$ cat src/rtl/accum_pkg.sv
// accum_pkg: shared width, occupancy state and payload types for the accumulator differencer
package accum_pkg;
  localparam int ACC_WIDTH = 8;
  typedef enum logic [1:0] {EMPTY, ONE, TWO} occ_t;
  typedef struct packed {
    logic                 borrow;
    logic [ACC_WIDTH-1:0] delta;
  } payload_t;
endpackage

$ cat src/rtl/delta_skid_buffer.sv
// delta_skid_buffer: 2-entry output queue with occupancy FSM and valid/ready handshakes
module delta_skid_buffer
  import accum_pkg::*;
#(
  parameter int WIDTH = ACC_WIDTH
) (
  input  logic           clock,
  input  logic           reset_n,
  input  logic           clear,
  input  logic           in_valid,
  output logic           in_ready,
  input  logic [WIDTH:0] in_data,
  output logic           out_valid,
  input  logic           out_ready,
  output logic [WIDTH:0] out_data
);
  occ_t           state;
  logic [WIDTH:0] head;
  logic [WIDTH:0] tail;
  logic           accept;
  logic           consume;
  // in_ready depends only on registered state, so out_ready never reaches it
  assign in_ready  = (state != TWO) && !clear;
  assign out_valid = (state != EMPTY);
  assign out_data  = head;
  assign accept    = in_valid && in_ready;
  assign consume   = out_valid && out_ready;
  always_ff @(posedge clock or negedge reset_n) begin
    if (!reset_n) begin
      state <= EMPTY;
      head  <= '0;
      tail  <= '0;
    end else if (clear) begin
      state <= EMPTY;
      head  <= '0;
      tail  <= '0;
    end else begin
      case (state)
        EMPTY: if (accept) begin
          head  <= in_data;
          state <= ONE;
        end
        ONE: if (accept && consume) begin
          head <= in_data;
        end else if (accept) begin
          tail  <= in_data;
          state <= TWO;
        end else if (consume) begin
          state <= EMPTY;
        end
        TWO: if (consume) begin
          head  <= tail;
          state <= ONE;
        end
        default: state <= EMPTY;
      endcase
    end
  end
endmodule

$ cat src/rtl/accum_differencer_8bit.sv
// accum_differencer_8bit: recovers per-step increments and wrap borrows from a running-sum stream
module accum_differencer_8bit
  import accum_pkg::*;
#(
  parameter int WIDTH     = ACC_WIDTH,
  parameter int CNT_WIDTH = 16
) (
  input  logic                 clock,
  input  logic                 reset_n,
  input  logic                 clear,
  input  logic                 in_valid,
  output logic                 in_ready,
  input  logic [WIDTH-1:0]     in_data,
  output logic                 out_valid,
  input  logic                 out_ready,
  output logic [WIDTH-1:0]     out_delta,
  output logic                 out_borrow,
  output logic [CNT_WIDTH-1:0] sample_count
);
  logic [WIDTH-1:0] prev;
  logic [WIDTH:0]   result;
  logic [WIDTH:0]   head;
  logic             accept;
  assign accept = in_valid && in_ready;
  // borrow of the subtraction is exactly the accumulator's carry on that step
  assign result = {in_data < prev, in_data - prev};
  assign {out_borrow, out_delta} = head;
  delta_skid_buffer #(.WIDTH(WIDTH)) u_buf (
    .clock     (clock),
    .reset_n   (reset_n),
    .clear     (clear),
    .in_valid  (in_valid),
    .in_ready  (in_ready),
    .in_data   (result),
    .out_valid (out_valid),
    .out_ready (out_ready),
    .out_data  (head)
  );
  always_ff @(posedge clock or negedge reset_n) begin
    if (!reset_n) begin
      prev         <= '0;
      sample_count <= '0;
    end else if (clear) begin
      prev         <= '0;
      sample_count <= '0;
    end else if (accept) begin
      prev <= in_data;
      if (~&sample_count) sample_count <= sample_count + 1'b1;
    end
  end
endmodule

$ cat config.mk
export PLATFORM = sky130hd
export DESIGN_NAME = accum_differencer_8bit
export DESIGN_NICKNAME = d
export VERILOG_FILES = /design/src/rtl/accum_pkg.sv /design/src/rtl/delta_skid_buffer.sv /design/src/rtl/accum_differencer_8bit.sv
export SDC_FILE = /design/constraint.sdc
export NUM_CORES = 1
export LEC_CHECK = 0
export CORE_AREA = 4 4 76 78
export DETAILED_ROUTE_END_ITERATION = 6
export DIE_AREA = 0 0 80 82
export PLACE_DENSITY = 0.78
export SYNTH_ARGS = -nofsm -noshare
export SYNTH_HDL_FRONTEND = slang
export SYNTH_HIERARCHICAL = 1
export SYNTH_SLANG_ARGS = --single-unit
$ cat constraint.sdc
create_clock -name clock -period 3.1 [get_ports clock]
set_input_delay 0.62 -clock clock [delete_from_list [all_inputs] [get_ports clock]]
set_output_delay 0.62 -clock clock [all_outputs]
set_load 0.05 [all_outputs]
# == Word-level counts from Yosys, hierarchy flattened ==
# Cells that the tools add are included.
# op_classes
n_addsub,2
n_lt_le_gt_ge,1
eq_ne,10
n_mux,20
reduce_logical,15
# op_table
op,n
two-way mux 9 bit,7
two-way mux 16 bit,3
one-hot mux 9 bit (3 select lines),1
"adder 16 x 1 -> 16 bit, second input constant",1
two-way mux 8 bit,2
AND reduction 16 bit,1
two-way mux 2 bit,6
"inequality test 3 x 2 -> 1 bit, second input constant",3
< comparator 8 bit,1
AND reduction 4 bit,2
subtractor 8 bit,1
"inequality test 2 bit, second input constant",3
one-hot mux 2 bit (3 select lines),1
nonzero test 2 bit,3
logical AND 1 bit,4
"inequality test 4 x 2 -> 1 bit, second input constant",1
nonzero test 4 bit,1
"inequality test 3 bit, second input constant",1
AND reduction 3 bit,1
"== test 2 x 1 -> 1 bit, second input constant",1
"== test 2 bit, second input constant",1
zero test 2 bit,1
AND reduction 2 bit,1
zero test 1 bit,1
# word_totals
ff_bits,44

# == Longest topological paths before layout ==
# Gate-level depths: netlist of run 1.
# depth
ltp_word,7
depth_mapped,12
ltp_nobuf,12

# == Modules after synthesis ==
# Netlist of run 1, hierarchy kept.
# by_module_without_submodules
module,instances,cells_per_inst,area_per_inst_um2,seq_area_each_um2
accum_differencer_8bit,1,170,1562.7,600.6
delta_skid_buffer,1,97,1124.8,500.5

# == Worst setup path after synthesis of run 1 ==
# OpenSTA, ideal clock, no wires.
# synth_path
kind,input to register
start,in clear
end,reg sample_count[11]
setup_time_ps,73
arrival_time_ps,2730
slack_ps,297
cell_stages,8
cell_sequence,buf_2 > buf_1 > nor2_1 > and2_2 > clkbuf_1 > o2111ai_1 > xor2_1 > nor2_1
# synth_between
elab_chain_cells,5
# synth_rtl
item,line_no,text
"start, declared",accum_differencer_8bit.sv:10,"input logic clear,"
zero test 1 bit,delta_skid_buffer.sv:23,assign in_ready = (state != TWO) && !clear;
logical AND 1 bit,delta_skid_buffer.sv:23,
via in_ready,accum_differencer_8bit.sv:12,"output logic in_ready,"
logical AND 1 bit,accum_differencer_8bit.sv:24,assign accept = in_valid && in_ready;
nonzero test 2 bit (no source line),n/a,
AND reduction 2 bit (no source line),n/a,
"end signal, assigned",accum_differencer_8bit.sv:48,if (~&sample_count) sample_count <= sample_count + 1'b1;
"end, declared",accum_differencer_8bit.sv:18,output logic [CNT_WIDTH-1:0] sample_count
# The timed path passes the listed nets, and every way through them passes these cells.
# A chain may end at the register's enable or synchronous reset.

# == Final worst setup path of run 1 ==
# layout_path
start,in in_data[0]
end,reg u_buf.head[8] (netlist: u_buf/out_data[8])
# layout_between
elab_chain_cells,4
# layout_rtl
item,line_no,text
"start, declared",accum_differencer_8bit.sv:13,"input logic [WIDTH-1:0] in_data,"
< comparator 8 bit *,accum_differencer_8bit.sv:26,"assign result = {in_data < prev, in_data - prev};"
via result[8],accum_differencer_8bit.sv:21,logic [WIDTH:0] result;
"two-way mux 9 bit, on equally long branches","delta_skid_buffer.sv:43, delta_skid_buffer.sv:39",
one-hot mux 9 bit (3 select lines) *,delta_skid_buffer.sv:38,case (state)
two-way mux 9 bit *,delta_skid_buffer.sv:33,end else if (clear) begin
"end signal, assigned",delta_skid_buffer.sv:40,head <= in_data;
"end signal, assigned",delta_skid_buffer.sv:44,head <= in_data;
"end signal, assigned",delta_skid_buffer.sv:52,head <= tail;
"end, declared",delta_skid_buffer.sv:18,logic [WIDTH:0] head;
# Mark *: on every way through the listed nets, which the timed path passes. The rest lies on a longest branch. The select of a mux whose other input is x is not followed.

==> flow_metrics.tcl, run 1 <==
set metrics [dict create \
    synthFlopType "dfrtp_1" \
    wl_met3_microns 196 \
    area_delta_synth_final_pct 20.0 \
    dieHeight_microns 82 \
    crit_slowest_cell "clkdlybuf4s50_1" \
    clock_latency_ns 0.30 \
    finalWorstSetupSlack_ns 0.324 \
    instances_no_fill 376 \
    syn_area_sq_um 2690 \
    nets 328 \
    num_vias 2027 \
    synth_largest_area_cell "dfrtp_1" \
    crit_chain "clkdlybuf4s50_1 > inv_1 > ha_1 > inv_1 > fa_1 > a21o_1 > a21oi_1 > o21ai_0 > o41ai_1 > inv_1 > o31ai_1 > mux2_4" \
    syn_nets 290 \
    cp-start-kind "input pin" \
    yosysTopAreaCellShare_pct 41.0 \
    ys_ff_latch 44 \
    slew_headroom_pct 34.4 \
    regArea_sq_um 1100 \
    final_core_util_pct 63.5 \
    antenna_cells 0 \
    gr-total-overflow 0 \
    finalSetupViolations 0 \
    io_buffer_count 39 \
    worst_setup_path_end_kind "flip-flop" \
    maxCapViolCount 0 \
    vias_per_cell 5.39 \
    layout_min_cycle_time_ns 2.78 \
    grt_usage_pct 18.4 \
    most-common-layout-cells "dfrtp_1, clkdlybuf4s50_1, nor2_1" \
    post-route-cell-area_sq_um 3220 \
    postCtsSetupRepairBufs 0 \
    max_freq_mhz 360 \
    synth-edff-count 0 \
    pin_count 40 \
    vdd_ir_drop_max_mv 0.287 \
    hold_class "in -> async" \
    total_power_mw 1.43 \
    detail_route.iter0.violations 60 \
    drt_pass1_iterations 4 \
    dp_hpwl_mm 3.86 \
    gp_congestion 0.783 \
    routed.top_layer "met4" \
    cts_buffers 5 \
    powerDensity_nw_per_um2 445 \
    drcViolationCount 0 \
    finalCritPeriodShare_pct 89.5 \
    holdBufCountCts 0 \
    grt_pass1_wl_mm 9.43 \
    async_reset_ff_share_pct 100 \
    start_util_pct 53.0 \
    grt_pass1_vias 2021 \
    ys_top_cells_by_area "dfrtp_1, mux2_4, nor2_1, xor2_1, ha_1" \
    cts_tree "yes" \
    path_max_fanout 2 \
    ys_warn_count 6 \
    cts_resized 0 \
    clock_sink_count 44 \
    holdWs_ns 0.485 \
    layout_commonest_cell "dfrtp_1" \
    critPathKind "in -> reg" \
    crit_required_ns 3.34 \
    die-area_sq_um 6560 \
    yosysSeqAreaShare_pct 41.0 \
    drive_gt1_share_pct 14.1 \
    n_fill_cell 443 \
    cpMostUsedCell "inv_1" \
    die_w_microns 80 \
    place_inst 368 \
    status "completed" \
    clockRootBuffer "clkbuf_8" \
    antenna_found_initial 0 \
    cts.clk_slew.worst_paths_ns 0.08 \
    wl_met2_mm 2.63 \
    placed_area_sq_um 3120 \
    htree_levels 2 \
    post-place-ws_ns 0.0540 \
    drv_slew 0 \
    p_leak_nw 1.45 \
    multiInputGateArea_sq_um 1430 \
    hold_viol 0 \
    grt_max_degree 56 \
    rsz0062_at_grt "false" \
    core.rowCount 26 \
    wl_per_cell_microns 14.6 \
    core-area_sq_um 5070 \
    synth_cells 267 \
    wl_mm 5.49 \
    tns_ns 0 \
    fin_skew_ns 0.00565 \
    synthDistinctLibCells 51 \
    slowest_delay_ns 0.44 \
    cts_buffer_depth 2 \
    ant_nets 0 \
    worstMarginPinSlew_ns 0.985 \
    cp.arrival_ns 3.02 \
    drt-met1-wl_mm 2.57 \
    avgSynthCellArea_sq_um 10.1 \
]
## final cells by class
type,count,area share [%]
Multi-Input combinational cell,188,44.3
Sequential cell,44,34.1
Timing Repair Buffer,44,13.0
Tap cell,70,2.72
Inverter,22,2.56
Clock buffer,6,2.25
Clock inverter,2,1.09
## path summary, 6_finish.rpt
kind / from / to / slack, ns / cells after the start
setup / recovery: in_data[0] / u_buf/out_data[8] / 0.32 / 12
hold / removal: reset_n / sample_count[6] / 0.48 / 1
setup reg to reg: prev[0] / u_buf/out_data[8] / 0.81 / 10
hold reg to reg: u_buf/tail[4] / u_buf/tail[4] / 0.50 / 1
max in group asynchronous: reset_n / sample_count[10] / 2.02 / 1
min in group clock: u_buf/tail[4] / u_buf/tail[4] / 0.50 / 1
## synth_stat cells, types with 2 or more instances
library cell and n:
xor2_1 13, o2111ai_1 5, and3_1 2, and3_2 2, inv_1 22, buf_1 2, nor3_1 5, mux2_2 8
mux2i_1 2, o211ai_1 4, dfrtp_1 44, ha_1 9, o31ai_1 9, o21ai_0 2, mux2_4 10, a21oi_1 12
a21o_1 2, nand4bb_1 8, xnor2_1 5, nor2_1 34, clkbuf_1 5, buf_6 2, nor2b_1 3, nand2_1 24
buf_2 3, nand3_1 4, nand4_1 2
## metal layers
metal	vias to the layer above	GRT usage, %
met4	0	6.08
met3	8	3.95
met2	39	31.6
met1	978	22.9
li1	1002	-
met5	-	0
## flip-flops by register name, summed over array words and instances, names as in the netlist
| register | flops |
|---|---|
| sample_count | 16 |
| prev | 8 |
| u_buf/tail | 9 |
| u_buf/state | 2 |
| u_buf/out_data | 9 |
## power breakdown
group	leakage [nW]	total [mW]	switching (mW)	internal [mW]
logic	0.801	0.360	0.209	0.152
clock network	0.0552	0.432	0.193	0.239
registers	0.591	0.642	0.0250	0.617
total	1.45	1.43	0.426	1.01
## cell families (layout without fill, tap and decap cells)
family / count (synthesis) / in the layout / synth area share, %
flops: 44 / 44 / 41.0
fa+ha+maj: 10 / 10 / 4.93
mux: 21 / 21 / 10.1
buf+inv: 35 / 74 / 5.91
xor+xnor: 18 / 18 / 5.87
simple gates: 98 / 98 / 20.8
compound gates: 41 / 41 / 11.4
## worst max-delay path: cells and delay by family
| kind | cells | cell delay (ns) |
|---|---|---|
| compound gates | 5 | 1.00 |
| buf+inv | 4 | 0.66 |
| fa+ha+maj | 2 | 0.56 |
| mux | 1 | 0.18 |
Power figures use the tool's default switching activity.
==> run 2: changes to the inputs <==
==> constraint.sdc (replaced) <==
create_clock -name clock -period 3.1 [get_ports clock]
set_input_delay 0.465 -clock clock [delete_from_list [all_inputs] [get_ports clock]]
set_output_delay 0.465 -clock clock [all_outputs]
set_load 0.05 [all_outputs]
==> flow_metrics.tcl, run 2 (synthesized netlist as in run 1, its figures left out) <==
set metrics [dict create \
    fin_skew_ns 0.00824 \
    holdWs_ns 0.335 \
    slew_headroom_pct 34.1 \
    layout_min_cycle_time_ns 2.65 \
    cp.arrival_ns 2.88 \
    core.rowCount 26 \
    largest_register_ffs 16 \
    finalCritPeriodShare_pct 85.6 \
    cts_resized 0 \
    wl_per_cell_microns 13.9 \
    holdBufCountCts 0 \
    drcViolationCount 0 \
    worstReg2RegEnd "u_buf/out_data[8]" \
    regMostFlops "sample_count" \
    nets 327 \
    tns_ns 0 \
    worst_r2r_path_depth 10 \
    vdd_ir_drop_max_mv 0.238 \
    wl_mm 5.20 \
    timing.rr.start "prev[0]" \
    grt_max_degree 56 \
    path_max_fanout 2 \
    grt_usage_pct 17.6 \
    die-area_sq_um 6560 \
    clockRootBuffer "clkbuf_8" \
    gr-total-overflow 0 \
    max_freq_mhz 377 \
    cts_tree "yes" \
    pin_count 40 \
    die_w_microns 80 \
    start_util_pct 53.0 \
    detail_route.iter0.violations 50 \
    total_power_mw 1.36 \
    drive_gt1_share_pct 13.8 \
    clock_latency_ns 0.29 \
    placed_area_sq_um 3110 \
    num_vias 2009 \
    most-common-layout-cells "dfrtp_1, clkdlybuf4s50_1, nor2_1" \
    drt_pass1_iterations 4 \
    cts_buffers 5 \
    cp-start-kind "input pin" \
    postCtsSetupRepairBufs 0 \
    antenna_cells 0 \
    hold_viol 0 \
    ant_nets 0 \
    drv_slew 0 \
    worst_setup_path_end_kind "flip-flop" \
    layout_commonest_cell "dfrtp_1" \
    htree_levels 2 \
    finalSetupViolations 0 \
    gp_congestion 0.785 \
    core-area_sq_um 5070 \
    rsz0062_at_grt "false" \
    dp_hpwl_mm 3.70 \
    n_fill_cell 456 \
    antenna_found_initial 0 \
    grt_pass1_wl_mm 9.22 \
    maxCapViolCount 0 \
    grt_pass1_vias 1971 \
    cts_buffer_depth 2 \
    io_buffer_count 39 \
    critPathKind "in -> reg" \
    powerDensity_nw_per_um2 426 \
    clock_sink_count 44 \
    p_leak_nw 1.43 \
    status "completed" \
    dieHeight_microns 82 \
    vias_per_cell 5.36 \
    crit_required_ns 3.33 \
    post-route-cell-area_sq_um 3200 \
    worst-r2r-setup-slack_ns 0.77 \
    area_delta_synth_final_pct 19.2 \
    hold_class "in -> async" \
    cts.clk_slew.worst_paths_ns 0.08 \
    worstMarginPinSlew_ns 0.988 \
]
run 2: cell count changes in the layout (fill, tap and decap cells not counted), sizes merged:
cell      before  now
clkinv         1    0
clkbuf         6    7
clkinvlp       0    1
bufinv         1    0
buf            7    6
run 2: power breakdown:
| group | total [mW] | switching, mW | internal, mW |
|---|---|---|---|
| sequential | 0.641 | 0.0240 | 0.617 |
| clock | 0.368 | 0.187 | 0.181 |
| combinational | 0.355 | 0.205 | 0.150 |
| total | 1.36 | 0.416 | 0.948 |
run 2: metrics by stage:
| step | utilization [%] | instances | worst slack, ns |
|---|---|---|---|
| 2_1_floorplan | - | 267 | 0.452 |
| 3_3_place_gp | 61.3 | 367 | 0.198 |
| 3_5_place_dp | 61.3 | 367 | 0.147 |
| 4_1_cts | 63.1 | 375 | 0.449 |
| 5_1_grt | 63.1 | 375 | 0.278 |
| 6_report | 63.1 | 375 | 0.446 |
run 2: area by class of cell:
class	count	area, sq um	area share (%)
well taps	70	87.6	2.73
clock buffers	7	86.3	2.70
multi-input cells	188	1430	44.6
clock inverters	1	7.51	0.234
flip-flops and latches	44	1100	34.4
inverters	22	82.6	2.58
repair buffers	43	410	12.8
run 2: layer usage:
layer / share of wire (%) / routed length, microns / global-route usage (%) / vias up
li1: - / - / - / 1008
met1: 47 / 2460 / 23.1 / 963
met3: 3.3 / 172 / 3.40 / 5
met4: 0.94 / 49 / 4.05 / 0
met2: 48 / 2520 / 30.1 / 33
met5: 0 / 0 / 0 / -
run 2: worst max-delay path by stage:
stage	to	startpoint	cells past startpoint	slack, ns
after floorplan	sample_count[11]	clear	8	0.45
after global placement	u_buf/out_data[8]	in_data[0]	12	0.20
after detailed placement	u_buf/out_data[8]	in_data[0]	12	0.15
after CTS	u_buf/out_data[8]	in_data[0]	12	0.45
after global routing	u_buf/out_data[6]	in_data[0]	13	0.28
final	u_buf/out_data[8]	in_data[0]	12	0.45
run 2: worst max-delay path, stage by stage:
cell and delay (ns):
clkdlybuf4s50_1 0.43, inv_1 0.07, ha_1 0.16, inv_1 0.05, fa_1 0.40, a21o_1 0.18
a21oi_1 0.21, o21ai_0 0.15, o41ai_1 0.27, inv_1 0.09, o31ai_1 0.24, mux2_4 0.18
==> variant: new RTL, settings of run 2 <==
The 3 values of `occ_t` get a one-hot encoding in 3 bits.
--- a/src/rtl/accum_pkg.sv
+++ b/src/rtl/accum_pkg.sv
@@ -1,7 +1,7 @@
 // accum_pkg: shared width, occupancy state and payload types for the accumulator differencer
 package accum_pkg;
   localparam int ACC_WIDTH = 8;
-  typedef enum logic [1:0] {EMPTY, ONE, TWO} occ_t;
+  typedef enum logic [2:0] {EMPTY = 3'b001, ONE = 3'b010, TWO = 3'b100} occ_t;
   typedef struct packed {
     logic                 borrow;
     logic [ACC_WIDTH-1:0] delta;
Function: same outputs for any inputs over 4 cycles, from zero or initial values and one cycle with reset_n low; so few cycles prove little.
==> variant against run 2 <==
  * Clock skew fell by 1.6 ps
  * Total power grew 1.1%
  * Sequential power grew 2%
  * Synthesized cell count increased by 1.9%
  * Sequential cell count up 1
  * Design area fell by 1.1%
  * Combinational power shrank 7.6%
  * Via count up 0.65%
  * Clock power rose by 8.4%
  * Die area stayed put
  * Setup slack worse by 34 ps
  * Synthesized area down 2.0%
  * First-iteration DRC count is 86% higher
  * Wire length up 3.3%
  * Critical endpoint unchanged
  * Highest routed layer unchanged
==> variant: results (changes against run 2) <==
- Worst r2r src: u_buf/state[0] (was prev[0])
- Adder-cell share of the synthesized area: 0.05033 (was 0.04935)
- Layout cells sized above 1: 0.1323 (was 0.1377)
- Clock power share: 0.289 (was 0.270)
- Met1 wire length: 2417 µm (was 2457 µm)
- CP endpoint: u_buf/out_data[8] (unchanged)
- CTS Buf Count: 5 (unchanged)
- Peak supply drop: 0.2321 mV (was 0.2384 mV)
- Top layer in use: met4 (unchanged)
- DP Wirelength: 3827 µm (was 3698 µm)
- Async S/R FF share, synth: 1.000 (unchanged)
- Final setup margin: 411.8 ps (was 446.1 ps)
- Most instantiated cells after synthesis: dfrtp_1, nor2_1, nand2_1 (unchanged)
- CP max FO: 2 (unchanged)
- Nets: 332 (was 327)
- Resize count post-CTS: 0 (unchanged)
- Hold Path Class: input pin to async pin (unchanged)
- Warnings from Yosys: 6 (unchanged)
- Synthesized Nets: 295 (was 290)
- Met2 WL: 2676 µm (was 2520 µm)
- Max Buffers Root-to-Sink: 2 (unchanged)
- Met2 usage: 0.3129 (was 0.3013)
- Initial DRT Pass Iterations: 4 (unchanged)
- Clk_skew: 6.616 ps (was 8.242 ps)
- M1 GR Usage: 0.2178 (was 0.2310)
- Worst path required time: 3340 ps (was 3330 ps)
- Synth cell types: 56 (was 51)
- Synth area leaders: dfrtp_1, nor2_1, nand2_1 (was dfrtp_1, mux2_4, nor2_1)
- Sequential share of the synthesized area: 0.4278 (was 0.4097)
- Worst slack, placed: 143.5 ps (was 146.8 ps)
- Outcome: finished, final reports clean (unchanged)
- Vias in the first global route: 2052 (was 1971)
- Ys flop type: dfrtp_1 (unchanged)
- Worst R2R End: sample_count[13] (was u_buf/out_data[8])
- RD Place Congestion: 0.8053 (was 0.7852)
- Mux contribution to synthesized area: 0.08025 (was 0.1010)
- R2r worst-path depth: 7 (was 10)
- Compound-Gate Fraction of Synth Area: 0.1125 (was 0.1141)
- GR Util All Layers: 0.1799 (was 0.1761)
- Initial DRC count: 93 (was 50)
- Reg2Reg Setup Slack: 660 ps (was 770 ps)
- Relative slew slack: 0.3344 (was 0.3410)
- Net Sw Frac: 0.3057 (was 0.3049)
- First-pass GRT wire length: 9308 µm (was 9218 µm)
- Initial antenna violation count: 0 (unchanged)
- Leakage: 1.354 nW (was 1.431 nW)
- Htree depth: 2 (unchanged)
- Met3 usage: 0.04167 (was 0.03399)
- Largest net degree at the start of global routing: 48 (was 56)
- Wire length on met3: 206 µm (was 172 µm)
- Antenna cells: 0 (unchanged)
- Synth Area in XOR/XNOR: 0.05983 (was 0.05866)
- Routed vias/inst: 5.321 (was 5.357)
- Sequential power share: 0.473 (was 0.470)
- Clock transition at path regs: 80 ps (about the same)
- CP startpoint: in_data[0] (unchanged)
- Routed wire per std cell: 14.13 µm (was 13.87 µm)
## variant: cell count changes after synthesis, sizes merged, moves of 9 or more
cell / delta
inv: -11
o21ai: +11
mux2: -10
nand2b: +10
mux2i: +9
o31ai: -9
## variant: cell type report
cell class / instances / area (µm²)
inverter: 11 / 41.29
tap: 70 / 87.58
sequential: 45 / 1127
fill: 448 / 1906
clock buffer: 7 / 96.34
clock inverter: 1 / 5.005
multi-input combinational: 205 / 1401
timing repair buffer: 41 / 410.4
## variant: critical path: stages
cell and delay [ps]:
clkdlybuf4s50_1 430, inv_1 70, ha_1 160, inv_1 60, fa_1 400, a21o_1 170
a21oi_1 220, o21ai_0 160, o41ai_1 400, mux2i_1 130, nor2_1 110, mux2_2 150
## variant: through the flow
step                power [mW]  hold slack (ps)  area (µm²)  cells
finish                   1.380            330.4        3169    380
global placement        0.9847            460.8        3068    372
detailed placement      0.9962            469.7        3068    372
global route             1.458            398.2        3169    380
floorplan               0.8843            169.4        2635    272
CTS                      1.396            361.1        3169    380
